==> config.mk <==
export PLATFORM = sky130hd
export DESIGN_NAME = unidad_busqueda
export DESIGN_NICKNAME = d
export VERILOG_FILES = /design/src/rtl/unidad_busqueda.sv
export SDC_FILE = /design/constraint.sdc
export NUM_CORES = 1
export LEC_CHECK = 0
export BUFFER_PORTS_ARGS = -buffer_cell sky130_fd_sc_hd__buf_2
export CAP_MARGIN = 15
export CORE_AREA = 10 10 137 139
export DETAILED_ROUTE_END_ITERATION = 6
export DIE_AREA = 0 0 147 149
export PLACE_DENSITY = 0.95
export SLEW_MARGIN = 20
export SYNTH_ARGS = -nofsm -noshare
export SYNTH_HDL_FRONTEND = slang
export SYNTH_SLANG_ARGS = --single-unit
==> constraint.sdc <==
create_clock -name clk -period 3.26 [get_ports clk]
set_input_delay 0.652 -clock clk [delete_from_list [all_inputs] [get_ports clk]]
set_output_delay 0.652 -clock clk [all_outputs]
set_load 0.02 [all_outputs]
==> src/rtl/unidad_busqueda.sv <==
// ============================================================================
// Module   : unidad_busqueda
// Function : instruction-fetch front end; owns the PC, requests instruction
//            memory and hands one instruction at a time to decode.
//            Optional macro FETCH_ALIGN_CHECK_EN: word-aligns redirect
//            targets and raises a sticky err_alineacion flag.
// Revision : 1.0 - initial release
// ============================================================================
`default_nettype none

module unidad_busqueda #(
    parameter int               ANCHO    = 64,
    parameter logic [ANCHO-1:0] PC_RESET = '0,
    parameter int               PASO     = 4
) (
    input  logic             clk,
    input  logic             rst_n,
    input  logic             salto_valido,
    input  logic [ANCHO-1:0] direccion_salto,
    output logic             im_req,
    output logic [ANCHO-1:0] im_dir,
    input  logic             im_ack,
    input  logic [31:0]      im_dato,
    output logic             instr_valida,
    output logic [31:0]      instr,
    output logic [ANCHO-1:0] instr_pc,
    input  logic             instr_listo,
    output logic [ANCHO-1:0] bus_direccion_im,
    output logic             err_alineacion
);

    localparam logic [ANCHO-1:0] c_paso = ANCHO'(PASO);

    typedef enum logic [1:0] {
        INICIO   = 2'd0,
        PEDIR    = 2'd1,
        ENTREGAR = 2'd2
    } estado_t;

    estado_t          r_estado, w_estado_sig;
    logic [ANCHO-1:0] r_pc, w_pc_sig;
    logic             r_descartar, w_descartar_sig;
    logic [31:0]      r_instr, w_instr_sig;
    logic [ANCHO-1:0] r_instr_pc, w_instr_pc_sig;
    logic             r_instr_valida, w_instr_valida_sig;
    logic [ANCHO-1:0] w_objetivo;

`ifdef FETCH_ALIGN_CHECK_EN
    logic r_err;

    assign w_objetivo = {direccion_salto[ANCHO-1:2], 2'b00};

    always_ff @(posedge clk) begin
        if (!rst_n) begin
            r_err <= 1'b0;
        end else if (salto_valido && (direccion_salto[1:0] != 2'b00)) begin
            r_err <= 1'b1;
        end
    end

    assign err_alineacion = r_err;
`else
    assign w_objetivo     = direccion_salto;
    assign err_alineacion = 1'b0;
`endif

    always_comb begin
        w_estado_sig       = r_estado;
        w_pc_sig           = r_pc;
        w_descartar_sig    = r_descartar;
        w_instr_sig        = r_instr;
        w_instr_pc_sig     = r_instr_pc;
        w_instr_valida_sig = r_instr_valida;

        case (r_estado)
            INICIO: begin
                w_estado_sig = PEDIR;
                if (salto_valido) begin
                    w_pc_sig = w_objetivo;
                end
            end

            PEDIR: begin
                if (im_ack) begin
                    // A response owed to a redirected request is consumed and dropped
                    if (salto_valido || r_descartar) begin
                        w_descartar_sig = 1'b0;
                    end else begin
                        w_instr_sig        = im_dato;
                        w_instr_pc_sig     = r_pc;
                        w_instr_valida_sig = 1'b1;
                        w_pc_sig           = r_pc + c_paso;
                        w_estado_sig       = ENTREGAR;
                    end
                end else if (salto_valido) begin
                    w_descartar_sig = 1'b1;
                end
                if (salto_valido) begin
                    w_pc_sig = w_objetivo;
                end
            end

            ENTREGAR: begin
                // Redirect wins over a simultaneous accept
                if (salto_valido) begin
                    w_pc_sig           = w_objetivo;
                    w_instr_valida_sig = 1'b0;
                    w_estado_sig       = PEDIR;
                end else if (instr_listo) begin
                    w_instr_valida_sig = 1'b0;
                    w_estado_sig       = PEDIR;
                end
            end

            default: begin
                w_estado_sig = INICIO;
            end
        endcase
    end

    always_ff @(posedge clk) begin
        if (!rst_n) begin
            r_estado       <= INICIO;
            r_pc           <= PC_RESET;
            r_descartar    <= 1'b0;
            r_instr        <= '0;
            r_instr_pc     <= '0;
            r_instr_valida <= 1'b0;
        end else begin
            r_estado       <= w_estado_sig;
            r_pc           <= w_pc_sig;
            r_descartar    <= w_descartar_sig;
            r_instr        <= w_instr_sig;
            r_instr_pc     <= w_instr_pc_sig;
            r_instr_valida <= w_instr_valida_sig;
        end
    end

    assign im_req           = (r_estado == PEDIR);
    assign im_dir           = r_pc;
    assign instr_valida     = r_instr_valida;
    assign instr            = r_instr;
    assign instr_pc         = r_instr_pc;
    assign bus_direccion_im = r_instr_pc;

endmodule

`default_nettype wire

== Word-level counts from Yosys, hierarchy flattened ==
Cells that the tools add are included.
Word-level totals
  flip-flop bits (word level): 164
  input bits: 101
  output and inout bits: 227
Cells by class
  $add $sub $neg: 1
  eq/ne operators: 9
  multiplexer cells: 18
  bitwise operators: 1
  reduce and logical (&&, ||, !) cells: 11
Operators with widths (count)
  64-bit two-way mux: 4
  64-bit case mux with 2 select lines: 1
  64-bit by 3-bit adder with 64-bit output, second input constant: 1
  3-bit AND reduction: 3
  2-bit two-way mux: 4
  4-bit AND reduction: 2
  1-bit two-way mux: 7
  2-bit by 1-bit inequality test with 1-bit output, second input constant: 3
  3-bit inequality test, second input constant: 2
  2-bit case mux with 3 select lines: 1
  2-bit nonzero test: 3
  3-bit by 2-bit inequality test with 1-bit output, second input constant: 1
  2-bit by 1-bit equality test with 1-bit output, second input constant: 1
  2-bit equality test, second input constant: 1
  2-bit zero test: 1
  2-bit inequality test, second input constant: 1
  1-bit case mux with 2 select lines: 1
  2-bit OR reduction: 1
  1-bit logical OR: 1
  1-bit inverter: 1

== Logic depth before layout (Yosys ltp) ==
  depth after elaboration: 5
  gate-level depth with buffers: 9

== Worst setup path before layout ==
No wires, ideal clock.
  path type: input port to flip-flop
  from: in salto_valido
  to: reg r_pc[63], in the netlist im_dir[63]
  data arrival time: 2.235 ns
  data required time: 3.179 ns
  setup slack: 0.945 ns
  stages: 7
  cell sequence: buf_6 nand2b_4 or3_1 buf_2 or3_1 or4_1 a41oi_1
Between the ends
  cells in the longest elaborated chain, start to end: 3
  elaborated cells between the ends (all ways): 7
  classes of those cells: eq/ne: 3; mux: 2; reduce/logical: 2
Ends and longest elaborated chain
  from (decl): line 18  | input logic salto_valido,
  1-bit logical OR: line 86  | if (salto_valido || r_descartar) begin
  3-bit inequality test (no line)
  4-bit AND reduction (no line)
  to (signal assigned): line 131  | r_pc <= w_pc_sig;
  to (decl): line 41  | logic [ANCHO-1:0] r_pc, w_pc_sig;
Several ways; a longest one is shown, not always the timed one.
A chain may end at the register's enable or synchronous reset.

== Worst setup path after layout ==
  from: reg r_pc[2], in the netlist im_dir[2]
  to: reg r_pc[60], in the netlist im_dir[60]
Between the ends
  cells in the longest elaborated chain, start to end: 5
Ends and longest elaborated chain
  64-bit by 3-bit adder with 64-bit output: line 92  | w_pc_sig = r_pc + c_paso;
  64-bit two-way mux: line 86
  64-bit two-way mux: line 84  | if (im_ack) begin
  64-bit two-way mux: line 98  | if (salto_valido) begin
  64-bit case mux with 2 select lines: line 75  | case (r_estado)
Every way passes these cells. The select of a mux whose other input is x is not followed.

==> metrics.txt <==
status=complete, no violations; # IOs=328; DRT Pass-1 Iters=6; first-pass GRT wire length=48.1 mm; hold buffer count at cts=0; register bit total from synthesis=164; post_cts resized=0; Mapped Nets=approximately 1200; EDFF count, synth=0; hold depth=2; FP Rows=47; DRT iter0 DRCs=about 930; Post-Route WL=about 31 mm; Residual DRC=0; fraction of registers with async set/reset=0%; largest net degree at the start of global routing=63; Primary FF master, synth=dfxtp_1; unrepaired setup endpoints after global routing=false; Clk pin slew, worst setup/hold paths=0.06 ns; share of cells above drive strength 1=a little under a third; placed inst area=just under 0.01 mm^2; Avg Inst Size Synth=between 7 and 8 um^2; Synth Warn #=0; maximum clock rate=roughly 0.35 GHz; Post-Syn Area=between 0.008 and 0.009 mm^2; WHS Endpoint=r_descartar$_SDFFE_PN0P_; WS Path Type=reg -> reg; CTS root buf=clkbuf_16; post-synthesis cell type count=71; CTS H-tree lvls=4; I/O Buffers=326; CTS tree=built; worst min-delay path class=in -> reg; Layout area overhead=21.7%; CP endpoint kind=flip-flop; die span in x=147 um; Worst-Skew Late Latency=0.43 ns; # setup viols final=0; Crit path required time=3.58 ns; DR WL/cell=19.8 um; register area share after synthesis=39.0%; Post-DP HPWL=around 23 mm; Post-DRT Antenna Nets=0; cts bufs inserted=17; Die Height=approximately 150 um; flop-to-flop setup slack=0.40 ns; die area=about 0.022 mm^2; reg2reg path depth=6; core region area=0.0162 mm^2; antenna violations before repair=4; largest fanout on the critical path=7; fin. max-slew vios=0; vias in the first global route=8816; routed vias/inst=5.95; Clock Sink Count=164; Clock Skew=~0.011 ns; Design Power=approximately 4.9 mW; CP startpoint kind=flip-flop; min cycle time layout=2.86 ns; leakage power=4.34 nW; WP depth=6; Bufs and invs on worst path=0; CP arrival=3.18 ns; worst slew pin tran=0.706 ns; nets=around 1400; Hold Vio Cnt, Final=0; setup_tns=0 ns; Worst slew margin=52.8%; routed via count=between 9000 and 10000; hold slack=0.446 ns; reg2reg start=im_dir[2]$_SDFFE_PN0P_; critical-path cell list=ha_1 > and4_1 > nand4_1 > nor4b_2 > a31oi_1 > o31a_1; Power Density=477 mW/mm^2; synthesized instance count=1118; Max Cap Viol=0; Max stage delay on crit path=0.73 ns; peak supply drop=358 uV; final core occ=63.3%; GRT overflow=0; Final period util=around 90%; Max clock buf depth=2; slowest stage cell on the critical path=nor4b_2; Design Area, Final=around 0.010 mm^2; Worst path top cell family by delay=simple AND/OR/NAND/NOR gates; worst hold start=im_ack; FF-to-FF End=im_dir[60]$_SDFFE_PN0P_; Post-CTS Setup Inserts=0; All-Layer GR Usage=26.7%; gpl congestion=roughly 0.96; Starting Density=52.0%
## layout by cell type (no fill, tap or decap), types with 5 or more instances in the layout
cell type,synthesis,final
nor4_1,9,9
o21ai_0,30,29
and4_1,5,5
clkbuf_16,0,17
buf_2,16,326
o211ai_1,10,10
o31ai_1,8,8
nor3_1,12,11
dfxtp_1,164,164
and3_1,8,8
or3_1,10,9
a32oi_1,12,12
nor2_1,43,43
buf_4,65,19
diode_2,0,5
nand4_1,33,33
nand2_1,284,284
nand3_1,41,41
a21oi_1,141,141
or4_1,16,16
a22oi_1,9,9
a31oi_1,27,27
## how the worst max path moves through the flow
stage,from,end,slack [ns]
after floorplan,salto_valido,im_dir[63]$_SDFFE_PN0P_,0.94
after global routing,im_dir[2]$_SDFFE_PN0P_,im_dir[60]$_SDFFE_PN0P_,0.32
after detailed placement,im_dir[2]$_SDFFE_PN0P_,im_dir[60]$_SDFFE_PN0P_,0.56
after CTS,im_dir[2]$_SDFFE_PN0P_,im_dir[60]$_SDFFE_PN0P_,0.51
after global placement,im_dir[2]$_SDFFE_PN0P_,im_dir[60]$_SDFFE_PN0P_,0.61
final,im_dir[2]$_SDFFE_PN0P_,im_dir[60]$_SDFFE_PN0P_,0.40
## where the power goes
group	total (mW)	switching, mW	internal, mW
combinational	0.692	0.446	0.246
clock	1.95	0.852	1.10
sequential	2.24	0.153	2.09
total	4.88	1.45	3.43
## metal layers
| metal | share of wire (%) | global-route usage [%] | vias to the layer above |
|---|---|---|---|
| met4 | 3.6 | 11.1 | 2 |
| met2 | 47 | 43.3 | 581 |
| met5 | 0.035 | 0 | - |
| met1 | 39 | 32.2 | 4296 |
| li1 | - | - | 4332 |
| met3 | 10 | 8.31 | 95 |
## stage by stage
| stage | setup slack (ns) | std cells |
|---|---|---|
| floorplan | 0.945 | 1118 |
| global placement | 0.610 | 1526 |
| detailed placement | 0.560 | 1526 |
| CTS | 0.512 | 1558 |
| global route | 0.318 | 1561 |
| finish | 0.396 | 1563 |
## state kept, by name, summed over array words and instances (netlist names)
signal and cells:
instr_valida 1, r_descartar 1, r_estado 2, instr 32, im_dir 64, bus_direccion_im 64
## Yosys cell counts, types with 16 or more instances
| cell type | instances | area (um^2) |
|---|---|---|
| a21oi_1 | 141 | 706 |
| a31oi_1 | 27 | 169 |
| buf_2 | 16 | 80.1 |
| buf_4 | 65 | 488 |
| clkbuf_1 | 68 | 255 |
| dfxtp_1 | 164 | 3280 |
| nand2_1 | 284 | 1070 |
| nand3_1 | 41 | 205 |
| nand4_1 | 33 | 206 |
| nor2_1 | 43 | 161 |
| o21ai_0 | 30 | 150 |
| or4_1 | 16 | 120 |
## logic make-up (layout without fill, tap and decap cells)
family,Yosys count,count (layout),synth area share (%)
muxes,5,5,0.625
and+or+nand+nor,496,496,28.4
DFF,164,164,39.0
AOI/OAI and AO/OA,288,288,21.2
other,1,6,0.0446
adders and majority gates,1,1,0.149
buffers and inverters,163,383,10.6
## area by class of cell
type | instances | area [um^2]
antenna | 5 | 12.5
clock buffer | 21 | 460
clock inverter | 11 | 103
fill | 1427 | 5940
inverter | 4 | 17.5
multi-input combinational | 791 | 4270
sequential | 164 | 3280
tap | 220 | 275
timing repair buffer | 347 | 1810
(Power assumes the default switching activity.)
